### src/rtl/uart_cmd_bridge_pkg.sv
// uart_cmd_bridge_pkg: opcodes, FSM state and status bit positions
// shared by the UART command bridge and its transmit serialiser.
package uart_cmd_bridge_pkg;

   localparam logic [7:0] OP_CLK_HI = 8'h10;
   localparam logic [7:0] OP_CLK_LO = 8'h11;
   localparam logic [7:0] OP_RST_HI = 8'h12;
   localparam logic [7:0] OP_RST_LO = 8'h13;
   localparam logic [7:0] OP_PIN_RD = 8'h20;
   localparam logic [7:0] OP_PIN_WR = 8'h30;
   localparam logic [7:0] OP_ADDR   = 8'h40;
   localparam logic [7:0] OP_WR     = 8'hA0;
   localparam logic [7:0] OP_RD     = 8'hA1;
   localparam logic [7:0] OP_BWR    = 8'hA2;
   localparam logic [7:0] OP_BRD    = 8'hA3;
   localparam logic [7:0] OP_STATUS = 8'hB0;

   typedef enum logic [1:0] {
      IDLE,
      ARG,
      MEM,
      TX
   } state_t;

   localparam int ST_DROP = 0;
   localparam int ST_TMO  = 1;
   localparam int ST_UNK  = 2;

endpackage

### src/rtl/uart_cmd_bridge_txser.sv
// uart_cmd_txser: shifts a loaded word out LSB first over a
// valid/ready byte channel; done marks the last accepted byte.
module uart_cmd_txser (
   input  logic        sys_clk,
   input  logic        sys_rst_n,
   input  logic        load,
   input  logic [31:0] word,
   input  logic [2:0]  nbytes,
   input  logic        tx_ready,
   output logic        tx_valid,
   output logic [7:0]  tx_data,
   output logic        done
);

   logic [23:0] rest;
   logic [2:0]  left;
   logic        xfer;

   assign xfer = tx_valid && tx_ready;
   assign done = xfer && (left == 3'd0);

   always_ff @(posedge sys_clk or negedge sys_rst_n) begin
      if (!sys_rst_n) begin
         tx_valid <= 1'b0;
         tx_data  <= 8'h00;
         rest     <= '0;
         left     <= 3'd0;
      end else if (load) begin
         tx_valid <= 1'b1;
         tx_data  <= word[7:0];
         rest     <= word[31:8];
         left     <= nbytes - 3'd1;
      end else if (xfer) begin
         if (left == 3'd0) begin
            tx_valid <= 1'b0;
         end else begin
            tx_data <= rest[7:0];
            rest    <= {8'h00, rest[23:8]};
            left    <= left - 3'd1;
         end
      end
   end

endmodule

### src/rtl/uart_cmd_bridge.sv
// uart_cmd_bridge: UART command processor driving pin banks and a word bus.
// Define UART_CMD_BRIDGE_TIMEOUT_EN to abort stalled argument phases.
module uart_cmd_bridge
   import uart_cmd_bridge_pkg::*;
#(
   parameter int N_PINS      = 8,
   parameter int ADDR_W      = 24,
   parameter int DATA_BYTES  = 2,
   parameter int TIMEOUT_CYC = 50000
) (
   input  logic                    sys_clk,
   input  logic                    sys_rst_n,
   input  logic                    rx_valid,
   input  logic [7:0]              rx_data,
   output logic                    tx_valid,
   input  logic                    tx_ready,
   output logic [7:0]              tx_data,
   input  logic [8*N_PINS-1:0]     in_pin,
   output logic [8*N_PINS-1:0]     out_pin,
   output logic                    out_clk,
   output logic                    out_rst,
   output logic                    mem_req,
   output logic                    mem_we,
   output logic [ADDR_W-1:0]       mem_addr,
   output logic [8*DATA_BYTES-1:0] mem_wdata,
   input  logic                    mem_ack,
   input  logic [8*DATA_BYTES-1:0] mem_rdata
);

   localparam int AB    = (ADDR_W + 7) / 8;
   localparam int DW    = 8 * DATA_BYTES;
   localparam int ARG_N = (AB > DATA_BYTES) ? AB : DATA_BYTES;

   state_t             state, state_nx;
   logic [7:0]         op, burst, pin_sel;
   logic [1:0]         cnt;
   logic               have_len;
   logic [8*ARG_N-1:0] arg, arg_nx;
   logic [ADDR_W-1:0]  ptr;
   logic [2:0]         status, need;
   logic               last_arg, pin_ok, ack, tmo_hit;
   logic               is_ctl, is_pin_rd, is_pin_wr, is_arg;
   logic               is_rd, is_stat, is_bad;
   logic               tx_load, tx_done;
   logic [31:0]        tx_word;
   logic [2:0]         tx_cnt;

   assign ack       = mem_ack && mem_req;
   assign pin_ok    = int'(rx_data[3:0]) < N_PINS;
   assign is_ctl    = rx_data[7:2] == OP_CLK_HI[7:2];
   assign is_pin_rd = (rx_data[7:4] == OP_PIN_RD[7:4]) && pin_ok;
   assign is_pin_wr = (rx_data[7:4] == OP_PIN_WR[7:4]) && pin_ok;
   assign is_arg    = is_pin_wr || rx_data == OP_ADDR || rx_data == OP_WR
                   || rx_data == OP_BWR || rx_data == OP_BRD;
   assign is_rd     = rx_data == OP_RD;
   assign is_stat   = rx_data == OP_STATUS;
   assign is_bad    = !(is_ctl || is_pin_rd || is_arg || is_rd || is_stat);

   always_comb begin
      need = 3'd1;
      if (op == OP_ADDR)
         need = 3'(AB);
      else if (op == OP_WR || (op == OP_BWR && have_len))
         need = 3'(DATA_BYTES);
   end

   assign last_arg = ({1'b0, cnt} == need - 3'd1);

   always_comb begin
      arg_nx  = arg;
      pin_sel = 8'h00;
      for (int k = 0; k < ARG_N; k++)
         if (cnt == 2'(k)) arg_nx[8*k +: 8] = rx_data;
      for (int k = 0; k < N_PINS; k++)
         if (rx_data[3:0] == 4'(k)) pin_sel = in_pin[8*k +: 8];
   end

`ifdef UART_CMD_BRIDGE_TIMEOUT_EN
   logic [31:0] tmo;

   always_ff @(posedge sys_clk or negedge sys_rst_n) begin
      if (!sys_rst_n)
         tmo <= '0;
      else if (state != ARG || rx_valid)
         tmo <= '0;
      else
         tmo <= tmo + 32'd1;
   end

   assign tmo_hit = (state == ARG) && !rx_valid
                 && (tmo == 32'(TIMEOUT_CYC - 1));
`else
   assign tmo_hit = 1'b0;
`endif

   always_ff @(posedge sys_clk or negedge sys_rst_n) begin
      if (!sys_rst_n) state <= IDLE;
      else            state <= state_nx;
   end

   always_comb begin
      state_nx = state;
      tx_load  = 1'b0;
      tx_word  = '0;
      tx_cnt   = 3'd1;
      unique case (state)
         IDLE: if (rx_valid) begin
            unique case (1'b1)
               is_pin_rd: begin
                  tx_load  = 1'b1;
                  tx_word  = 32'(pin_sel);
                  state_nx = TX;
               end
               is_stat: begin
                  tx_load  = 1'b1;
                  tx_word  = 32'(status);
                  state_nx = TX;
               end
               is_rd:   state_nx = MEM;
               is_arg:  state_nx = ARG;
               default: state_nx = IDLE;
            endcase
         end
         ARG: begin
            if (tmo_hit) begin
               state_nx = IDLE;
            end else if (rx_valid && last_arg) begin
               if (op == OP_BRD || op == OP_WR || (op == OP_BWR && have_len))
                  state_nx = MEM;
               else if (op != OP_BWR)
                  state_nx = IDLE;
            end
         end
         MEM: if (ack) begin
            if (!mem_we) begin
               tx_load  = 1'b1;
               tx_word  = 32'(mem_rdata);
               tx_cnt   = 3'(DATA_BYTES);
               state_nx = TX;
            end else if (burst != 8'd0) begin
               state_nx = ARG;
            end else begin
               state_nx = IDLE;
            end
         end
         TX: if (tx_done)
            state_nx = (op == OP_BRD && burst != 8'd0) ? MEM : IDLE;
         default: state_nx = IDLE;
      endcase
   end

   always_ff @(posedge sys_clk or negedge sys_rst_n) begin
      if (!sys_rst_n) begin
         op        <= 8'h00;
         burst     <= 8'h00;
         cnt       <= 2'd0;
         have_len  <= 1'b0;
         arg       <= '0;
         ptr       <= '0;
         status    <= 3'd0;
         out_pin   <= '0;
         out_clk   <= 1'b0;
         out_rst   <= 1'b0;
         mem_req   <= 1'b0;
         mem_we    <= 1'b0;
         mem_addr  <= '0;
         mem_wdata <= '0;
      end else begin
         if (rx_valid && (state == MEM || state == TX))
            status[ST_DROP] <= 1'b1;
         unique case (state)
            IDLE: if (rx_valid) begin
               op       <= rx_data;
               cnt      <= 2'd0;
               have_len <= 1'b0;
               burst    <= 8'h00;
               if (rx_data == OP_CLK_HI) out_clk <= 1'b1;
               if (rx_data == OP_CLK_LO) out_clk <= 1'b0;
               if (rx_data == OP_RST_HI) out_rst <= 1'b1;
               if (rx_data == OP_RST_LO) out_rst <= 1'b0;
               if (is_stat) status <= 3'd0;
               if (is_bad)  status[ST_UNK] <= 1'b1;
               if (is_rd) begin
                  mem_req  <= 1'b1;
                  mem_we   <= 1'b0;
                  mem_addr <= ptr;
               end
            end
            ARG: begin
               if (tmo_hit) begin
                  status[ST_TMO] <= 1'b1;
                  cnt            <= 2'd0;
               end else if (rx_valid) begin
                  arg <= arg_nx;
                  cnt <= cnt + 2'd1;
                  if (last_arg) begin
                     cnt <= 2'd0;
                     if (op[7:4] == OP_PIN_WR[7:4]) begin
                        for (int k = 0; k < N_PINS; k++)
                           if (op[3:0] == 4'(k)) out_pin[8*k +: 8] <= rx_data;
                     end else if (op == OP_ADDR) begin
                        ptr <= arg_nx[ADDR_W-1:0];
                     end else if (op == OP_BRD || (op == OP_BWR && !have_len)) begin
                        burst    <= rx_data;
                        have_len <= 1'b1;
                        if (op == OP_BRD) begin
                           mem_req  <= 1'b1;
                           mem_we   <= 1'b0;
                           mem_addr <= ptr;
                        end
                     end else begin
                        mem_req   <= 1'b1;
                        mem_we    <= 1'b1;
                        mem_addr  <= ptr;
                        mem_wdata <= arg_nx[DW-1:0];
                     end
                  end
               end
            end
            MEM: if (ack) begin
               mem_req <= 1'b0;
               ptr     <= ptr + ADDR_W'(1);
               if (mem_we && burst != 8'd0) burst <= burst - 8'd1;
            end
            TX: if (tx_done && op == OP_BRD && burst != 8'd0) begin
               // next burst word is requested only once the last byte left
               burst    <= burst - 8'd1;
               mem_req  <= 1'b1;
               mem_we   <= 1'b0;
               mem_addr <= ptr;
            end
            default: ;
         endcase
      end
   end

   uart_cmd_txser u_txser (
      .sys_clk   (sys_clk),
      .sys_rst_n (sys_rst_n),
      .load      (tx_load),
      .word      (tx_word),
      .nbytes    (tx_cnt),
      .tx_ready  (tx_ready),
      .tx_valid  (tx_valid),
      .tx_data   (tx_data),
      .done      (tx_done)
   );

endmodule

### config.mk
export PLATFORM = sky130hd
export DESIGN_NAME = uart_cmd_bridge
export DESIGN_NICKNAME = d
export VERILOG_FILES = /design/src/rtl/uart_cmd_bridge_pkg.sv /design/src/rtl/uart_cmd_bridge_txser.sv /design/src/rtl/uart_cmd_bridge.sv
export SDC_FILE = /design/constraint.sdc
export NUM_CORES = 1
export LEC_CHECK = 0
export ABC_AREA = 1
export CORE_ASPECT_RATIO = 1.2
export CORE_MARGIN = 1.5
export CORE_UTILIZATION = 40
export DETAILED_ROUTE_END_ITERATION = 10
export HOLD_SLACK_MARGIN = 0.02
export SYNTH_ARGS = -nofsm -noshare
export SYNTH_HDL_FRONTEND = slang
export SYNTH_SLANG_ARGS = --single-unit
export TNS_END_PERCENT = 5
### constraint.sdc
create_clock -name sys_clk -period 4.6 [get_ports sys_clk]
set_clock_uncertainty 0.15 [all_clocks]
set_input_delay 0.69 -clock sys_clk [delete_from_list [all_inputs] [get_ports sys_clk]]
set_output_delay 0.69 -clock sys_clk [all_outputs]
set_load 0.01 [all_outputs]
==> results_dict.tcl, run 1 <==
set metrics [dict create \
    cts_tree "built" \
    worstMarginPinSlew_ns 0.944 \
    pwr-share-comb_pct 7.3 \
    hold_buffers 0 \
    grtUsageTotal_pct 23.5 \
    vias 9586 \
    post-dp-hpwl_um 22700 \
    cpMaxStageDelayCell "clkdlybuf4s50_1" \
    power.density_nw_per_um2 263 \
    drive_above_1_share_pct 6.09 \
    fillCellCount 2575 \
    numPortBuffers 209 \
    critPathKind "input port to register" \
    min-delay-path-class "input port to async pin" \
    cp-end-kind "register" \
    grt_max_degree 83 \
    p_sw_share_pct 26.5 \
    area_delta_synth_final_pct 27.8 \
    cpPeakStageDelay_ns 0.67 \
    ios 210 \
    clk_pin_slew_ns 0.09 \
    slew_headroom_pct 36.9 \
    synth_edf_count 0 \
    htree_levels 4 \
    report.final.slew_viol_count 0 \
    drc 0 \
    drtIter0Drc 529 \
    routedWlPerCell_um 16.0 \
    setup.worst_path.start_class "input port" \
    drv_cap 0 \
    critical_path_required_ns 4.78 \
    antenna_left 0 \
    clk_path_buf_depth 2 \
    setup_tns_ns 0 \
    cts_resized 0 \
    gp_congestion 0.883 \
    ys_warn_count 0 \
    cp.arrival_ns 3.31 \
    die_w_um 151 \
    die_y_um 181 \
    post_cts_buffers 0 \
    mappedNetlistArea_um2 10600 \
    pwr-share-clk_pct 42.9 \
    min_period_over_period_pct 68.0 \
    finalSetupViolCount 0 \
    synthArstFlopShare_pct 100 \
    p_leak_nw 6.56 \
    seq_power_share_pct 49.7 \
    grt_pass1_vias 9442 \
    synthesis.instances 1405 \
    dr.pass1.iters 5 \
    ys_seq_elements 199 \
    hold-worst-slack_ns 0.105 \
    grt_first_pass_wirelength_um 49900 \
    cts_root_buf "clkbuf_16" \
    avgSynthCellArea_um2 7.51 \
    peakVddDrop_uv 271 \
    status "finished clean" \
    viasPerCell 4.94 \
    cts_buffers 17 \
    path_buf_inv 3 \
    p_sw_w 0.000940 \
    antenna_found_initial 1 \
    initial_core_util_pct 41.0 \
    core_area_um2 25700 \
    cpMostUsedCell "nand2_1" \
    num_rows 64 \
    drt-total-wl_um 31100 \
    finalNetCount 1697 \
    cp_max_fo 26 \
    hold_viol_final 0 \
    die-area_um2 27400 \
    insertion_delay_ns 0.45 \
    grt_overflow 0 \
    path_cells "clkdlybuf4s50_1, inv_1, nor2_4, nand3_2, nor2_1, nand2_1, nand2_1, nand3_1, nor2_4, buf_4, nand2_4, nand2_1, nand2_1" \
    seq_area_frac_synth_pct 47.2 \
    cts.sinks 199 \
    rsz0062_at_grt "no" \
    period_needed_ns 3.13 \
    antenna_cells 0 \
    synth_nets 1505 \
    synth.distinct_cells 42 \
    fmax_mhz 320 \
    internal-power_w 0.00260 \
    cp_top_family "simple AND/OR/NAND/NOR gates" \
    synthFlopType "dfrtp_1" \
]
==> stage by stage <==
stage          util (%)  total power, W  cell area, µm²  setup WS, ns  instances
4_1_cts            52.4         0.00359           13500          1.46       1940
5_1_grt            52.4         0.00368           13500          1.19       1940
6_report           52.4         0.00354           13500          1.47       1940
3_5_place_dp       50.1         0.00206           12900         0.988       1908
3_3_place_gp       50.1         0.00206           12900          1.04       1908
2_1_floorplan         -         0.00189           10600          2.07       1405
==> cell usage after synthesis, types with 2 or more instances <==
cell type | n | area [µm²]
a22oi_1 | 10 | 75.1
xnor2_1 | 4 | 35.0
nand3_1 | 74 | 370
buf_4 | 8 | 60.1
a31oi_1 | 2 | 12.5
nor2_4 | 4 | 45.0
nor2_2 | 5 | 31.3
o21a_1 | 3 | 22.5
dfrtp_1 | 199 | 4980
ha_1 | 7 | 87.6
nand3_4 | 7 | 123
buf_6 | 8 | 90.1
xor2_1 | 7 | 61.3
nand4_1 | 22 | 138
o22ai_1 | 2 | 12.5
nor2_8 | 4 | 80.1
inv_4 | 2 | 12.5
inv_1 | 140 | 526
or2_2 | 6 | 37.5
nor3_1 | 13 | 65.1
nand3b_1 | 7 | 52.6
o21ai_0 | 109 | 546
nand2_2 | 10 | 62.6
o21ai_1 | 71 | 355
o211ai_1 | 3 | 22.5
inv_2 | 9 | 33.8
buf_2 | 15 | 75.1
clkinv_1 | 2 | 7.51
clkbuf_1 | 19 | 71.3
nand2_1 | 526 | 1970
nor2_1 | 79 | 297
a21oi_1 | 18 | 90.1
==> logic make-up (layout without fill, tap and decap cells) <==
| group | after synthesis | in the layout | share of synthesized area [%] |
|---|---|---|---|
| simple gates | 762 | 762 | 31.6 |
| mux | 1 | 1 | 0.0949 |
| xor+xnor | 11 | 11 | 0.913 |
| flops | 199 | 199 | 47.2 |
| fa+ha+maj | 7 | 7 | 0.830 |
| compound gates | 222 | 222 | 11.1 |
| buf+inv | 203 | 408 | 8.30 |
==> routing by layer <==
layer	wire length [µm]	track usage (%)
met1	13000	28.9
met2	15500	40.6
met3	1660	3.96
met4	855	8.70
met5	15	0
==> area by class of cell <==
type                            instances  area [µm²]  share of cell area, %
Clock inverter                         15         174                   1.29
Tap cell                              330         413                   3.06
Sequential cell                       199        4980                   36.9
Clock buffer                           17         425                   3.16
Multi-Input combinational cell       1003        4690                   34.8
Timing Repair Buffer                  223        2210                   16.4
Inverter                              153         579                   4.30
==> state kept, by name, summed over array words and instances (netlist names) <==
name	count
arg	24
burst	8
cnt	2
have_len	1
mem_addr	24
mem_req	1
mem_wdata	16
mem_we	1
op	8
out_clk	1
out_pin	64
out_rst	1
ptr	24
state	2
status	2
u_txser.left	3
u_txser.rest	8
u_txser.tx_data	8
u_txser.tx_valid	1
==> worst reg2reg max path, stage by stage, from the launching register on <==
cell	delay (ns)
dfrtp_1	0.72
inv_1	0.28
nor2_4	0.13
buf_4	0.29
nand2_1	0.13
nor2_2	0.09
buf_4	0.23
inv_1	0.09
nand3_1	0.17
inv_2	0.14
a21oi_1	0.16
ha_1	0.17
nand2_1	0.07
xnor2_1	0.14
inv_1	0.05
==> final timing paths <==
| kind | to | startpoint | slack (ns) | cells past startpoint |
|---|---|---|---|---|
| setup / recovery | mem_addr[20] | rx_data[7] | 1.47 | 13 |
| hold / removal | mem_wdata[13] | sys_rst_n | 0.10 | 1 |
| setup reg to reg | u_txser.left[2] | state[1] | 1.51 | 14 |
| hold reg to reg | mem_addr[14] | mem_addr[14] | 0.32 | 2 |
| max in group asynchronous | ptr[19] | sys_rst_n | 3.17 | 2 |
| min in group sys_clk | mem_addr[14] | mem_addr[14] | 0.32 | 2 |
==> power groups by stage <==
stage	clock [W]	combinational [W]	sequential (W)
2_1_floorplan	0	0.0000898	0.00180
3_3_place_gp	0	0.000263	0.00180
3_5_place_dp	0	0.000263	0.00180
4_1_cts	0.00156	0.000265	0.00176
5_1_grt	0.00162	0.000289	0.00176
6_report	0.00152	0.000260	0.00176
==> layout by cell type, fill, tap and decap left out, types with 7 or more instances in the layout <==
master / instances
nor3_1: 13
buf_4: 13
inv_1: 140
a22oi_1: 10
xor2_1: 7
a21oi_1: 18
nand3_1: 74
nand3b_1: 7
inv_2: 9
nand2_1: 526
nor2_1: 79
inv_6: 7
clkbuf_16: 17
nand3_4: 7
dfrtp_1: 199
nand2_2: 10
clkdlybuf4s50_1: 208
o21ai_0: 109
nand4_1: 22
o21ai_1: 71
ha_1: 7
Note: power is estimated with default switching activity, not from simulation.
==> run 2, diff against run 1 <==
==> constraint.sdc (replaced) <==
create_clock -name sys_clk -period 3.2 [get_ports sys_clk]
set_clock_uncertainty 0.15 [all_clocks]
set_input_delay 0.48 -clock sys_clk [delete_from_list [all_inputs] [get_ports sys_clk]]
set_output_delay 0.48 -clock sys_clk [all_outputs]
set_load 0.01 [all_outputs]
==> run 2 against run 1 <==
- sequential share of layout area is 0.47 points lower
- register-to-register slack lost 0.66 ns
- sequential cell count stayed put
- cell count increased by 1.3%
- non-clock buffer count rose by 25
- core utilization rose by 0.67 points
- die area unchanged
- setup slack got worse by 0.76 ns
- critical path depth is 1 lower
- routed wire length increased by 3.7%
- largest cell class unchanged
==> results_dict.tcl, run 2 (same netlist as run 1, synthesis figures left out) <==
set metrics [dict create \
    initial_core_util_pct 41.0 \
    fillCellCount 2539 \
    finalNetCount 1722 \
    die_w_um 151 \
    top_layer "met4" \
    min-delay-path-class "register to register" \
    setup.worst_path.start_class "input port" \
    clk_pin_slew_ns 0.07 \
    min_from "mem_addr[14]" \
    cp-end-kind "register" \
    antenna_cells 0 \
    post-dp-hpwl_um 24100 \
    worstHoldPathCells 2 \
    finalSetupViolCount 0 \
    antenna_left 0 \
    postLayoutSetupSlackWorst_ns 0.717 \
    dpl_worst_slack_ns 0.237 \
    grt_pass1_vias 9527 \
    grt_first_pass_wirelength_um 51100 \
    wl_met1_um 13600 \
    reg2reg_slack_ns 0.85 \
    status "finished clean" \
    critical_path_required_ns 3.39 \
    critPathKind "input port to register" \
    layout_common_cells "526 x nand2_1, 208 x clkdlybuf4s50_1, 199 x dfrtp_1" \
    cts_tree "built" \
    drt-total-wl_um 32300 \
    fmax_mhz 403 \
    dp.cells 1932 \
    drtIter0Drc 552 \
    drv_cap 0 \
    p_leak_nw 6.66 \
    largest_reg_flops 64 \
    route.met3.wl_um 2130 \
    ios 210 \
    worstMarginPinSlew_ns 0.758 \
    final_common_cell "nand2_1" \
    cts.sinks 199 \
    area_delta_synth_final_pct 29.4 \
    reg2reg_depth 11 \
    cts_root_buf "clkbuf_16" \
    rsz0062_at_grt "no" \
    cp_max_fo 12 \
    p_total_w 0.00509 \
    drc 0 \
    cp.arrival_ns 2.67 \
    drive_above_1_share_pct 7.46 \
    grt_overflow 0 \
    report.final.slew_viol_count 0 \
    peakVddDrop_uv 384 \
    numPortBuffers 209 \
    r2r_end "ptr[7]" \
    dr.pass1.iters 5 \
    slew_headroom_pct 49.1 \
    met2_length_um 16100 \
    htree_levels 4 \
    post_cts_buffers 0 \
    place_area_um2 13100 \
    num_rows 64 \
    worstHoldEndpoint "mem_addr[14]" \
    r2r_start "op[1]" \
    insertion_delay_ns 0.45 \
    viasPerCell 4.97 \
    min_period_over_period_pct 77.6 \
    core_area_um2 25700 \
    grt_max_degree 82 \
    clk_path_buf_depth 2 \
    die_y_um 181 \
    hold_viol_final 0 \
    cts_buffers 17 \
    setup_tns_ns 0 \
    instances_no_fill 1965 \
    die-area_um2 27400 \
    gp_congestion 0.895 \
    power.density_nw_per_um2 373 \
    vias 9775 \
    period_needed_ns 2.48 \
    fin_area_um2 13700 \
    antenna_found_initial 0 \
    grtUsageTotal_pct 24.2 \
    regMostFlops "out_pin" \
    routedWlPerCell_um 16.4 \
]
run 2: changes by cell type in the layout (fill, tap and decap cells not counted), sizes merged:
cell         delta
clkbuf          +1
clkinvlp        +3
dlygate4sd3     +1
bufinv          +1
buf            +24
inv             -5
run 2: critical path: stages:
cell and delay, ns:
clkdlybuf4s50_1 0.52, nor2_1 0.26, nand2_1 0.11, nor2_1 0.20
nand2_1 0.18, nand3_1 0.21, inv_2 0.14, a21oi_1 0.15
ha_1 0.16, nand2_1 0.06, xnor2_1 0.15, inv_1 0.05
run 2: cell type report:
cell class / count / area [µm²] / share of cell area [%]
Sequential cell: 199 / 4980 / 36.5
Multi-Input combinational cell: 1003 / 4690 / 34.4
Timing Repair Buffer: 248 / 2400 / 17.6
Inverter: 153 / 579 / 4.24
Clock buffer: 18 / 439 / 3.22
Tap cell: 330 / 413 / 3.02
Clock inverter: 14 / 143 / 1.04
run 2: timing repair:
action | CTS | global route
gates resized for setup | 0 | 0
hold buffers | 1 | 0
endpoints found under the hold margin | 77 | 0
run 2: report_power, final:
part,internal [W],switching (W)
Clock,0.00112,0.00105
Sequential,0.00253,0.00000526
Combinational,0.000163,0.000226
Total,0.00381,0.00128
run 2: worst max-delay path by stage:
stage | startpoint | end | slack, ns | cells after the start
3_3_place_gp | rx_data[7] | u_txser.left[2] | 0.26 | 13
2_1_floorplan | rx_data[6] | u_txser.left[2] | 0.88 | 13
6_report | rx_data[3] | u_txser.left[2] | 0.72 | 12
3_5_place_dp | rx_data[6] | u_txser.left[2] | 0.24 | 12
5_1_grt | rx_data[6] | u_txser.left[2] | 0.46 | 12
4_1_cts | rx_data[6] | u_txser.left[2] | 0.72 | 12
run 2: metal layers:
metal	global-route usage (%)	vias to the layer above
met5	0	-
met4	5.94	0
met3	4.97	28
met2	42.3	264
met1	30.2	4589
li1	-	4894
run 2: per-stage QoR:
| stage | utilization (%) | hold WS, ns |
|---|---|---|
| global route | 53.1 | 0.352 |
| detailed placement | 50.8 | 0.307 |
| global placement | 50.8 | 0.308 |
| CTS | 53.1 | 0.325 |
| finish | 53.1 | 0.322 |
| floorplan | - | 0.0344 |
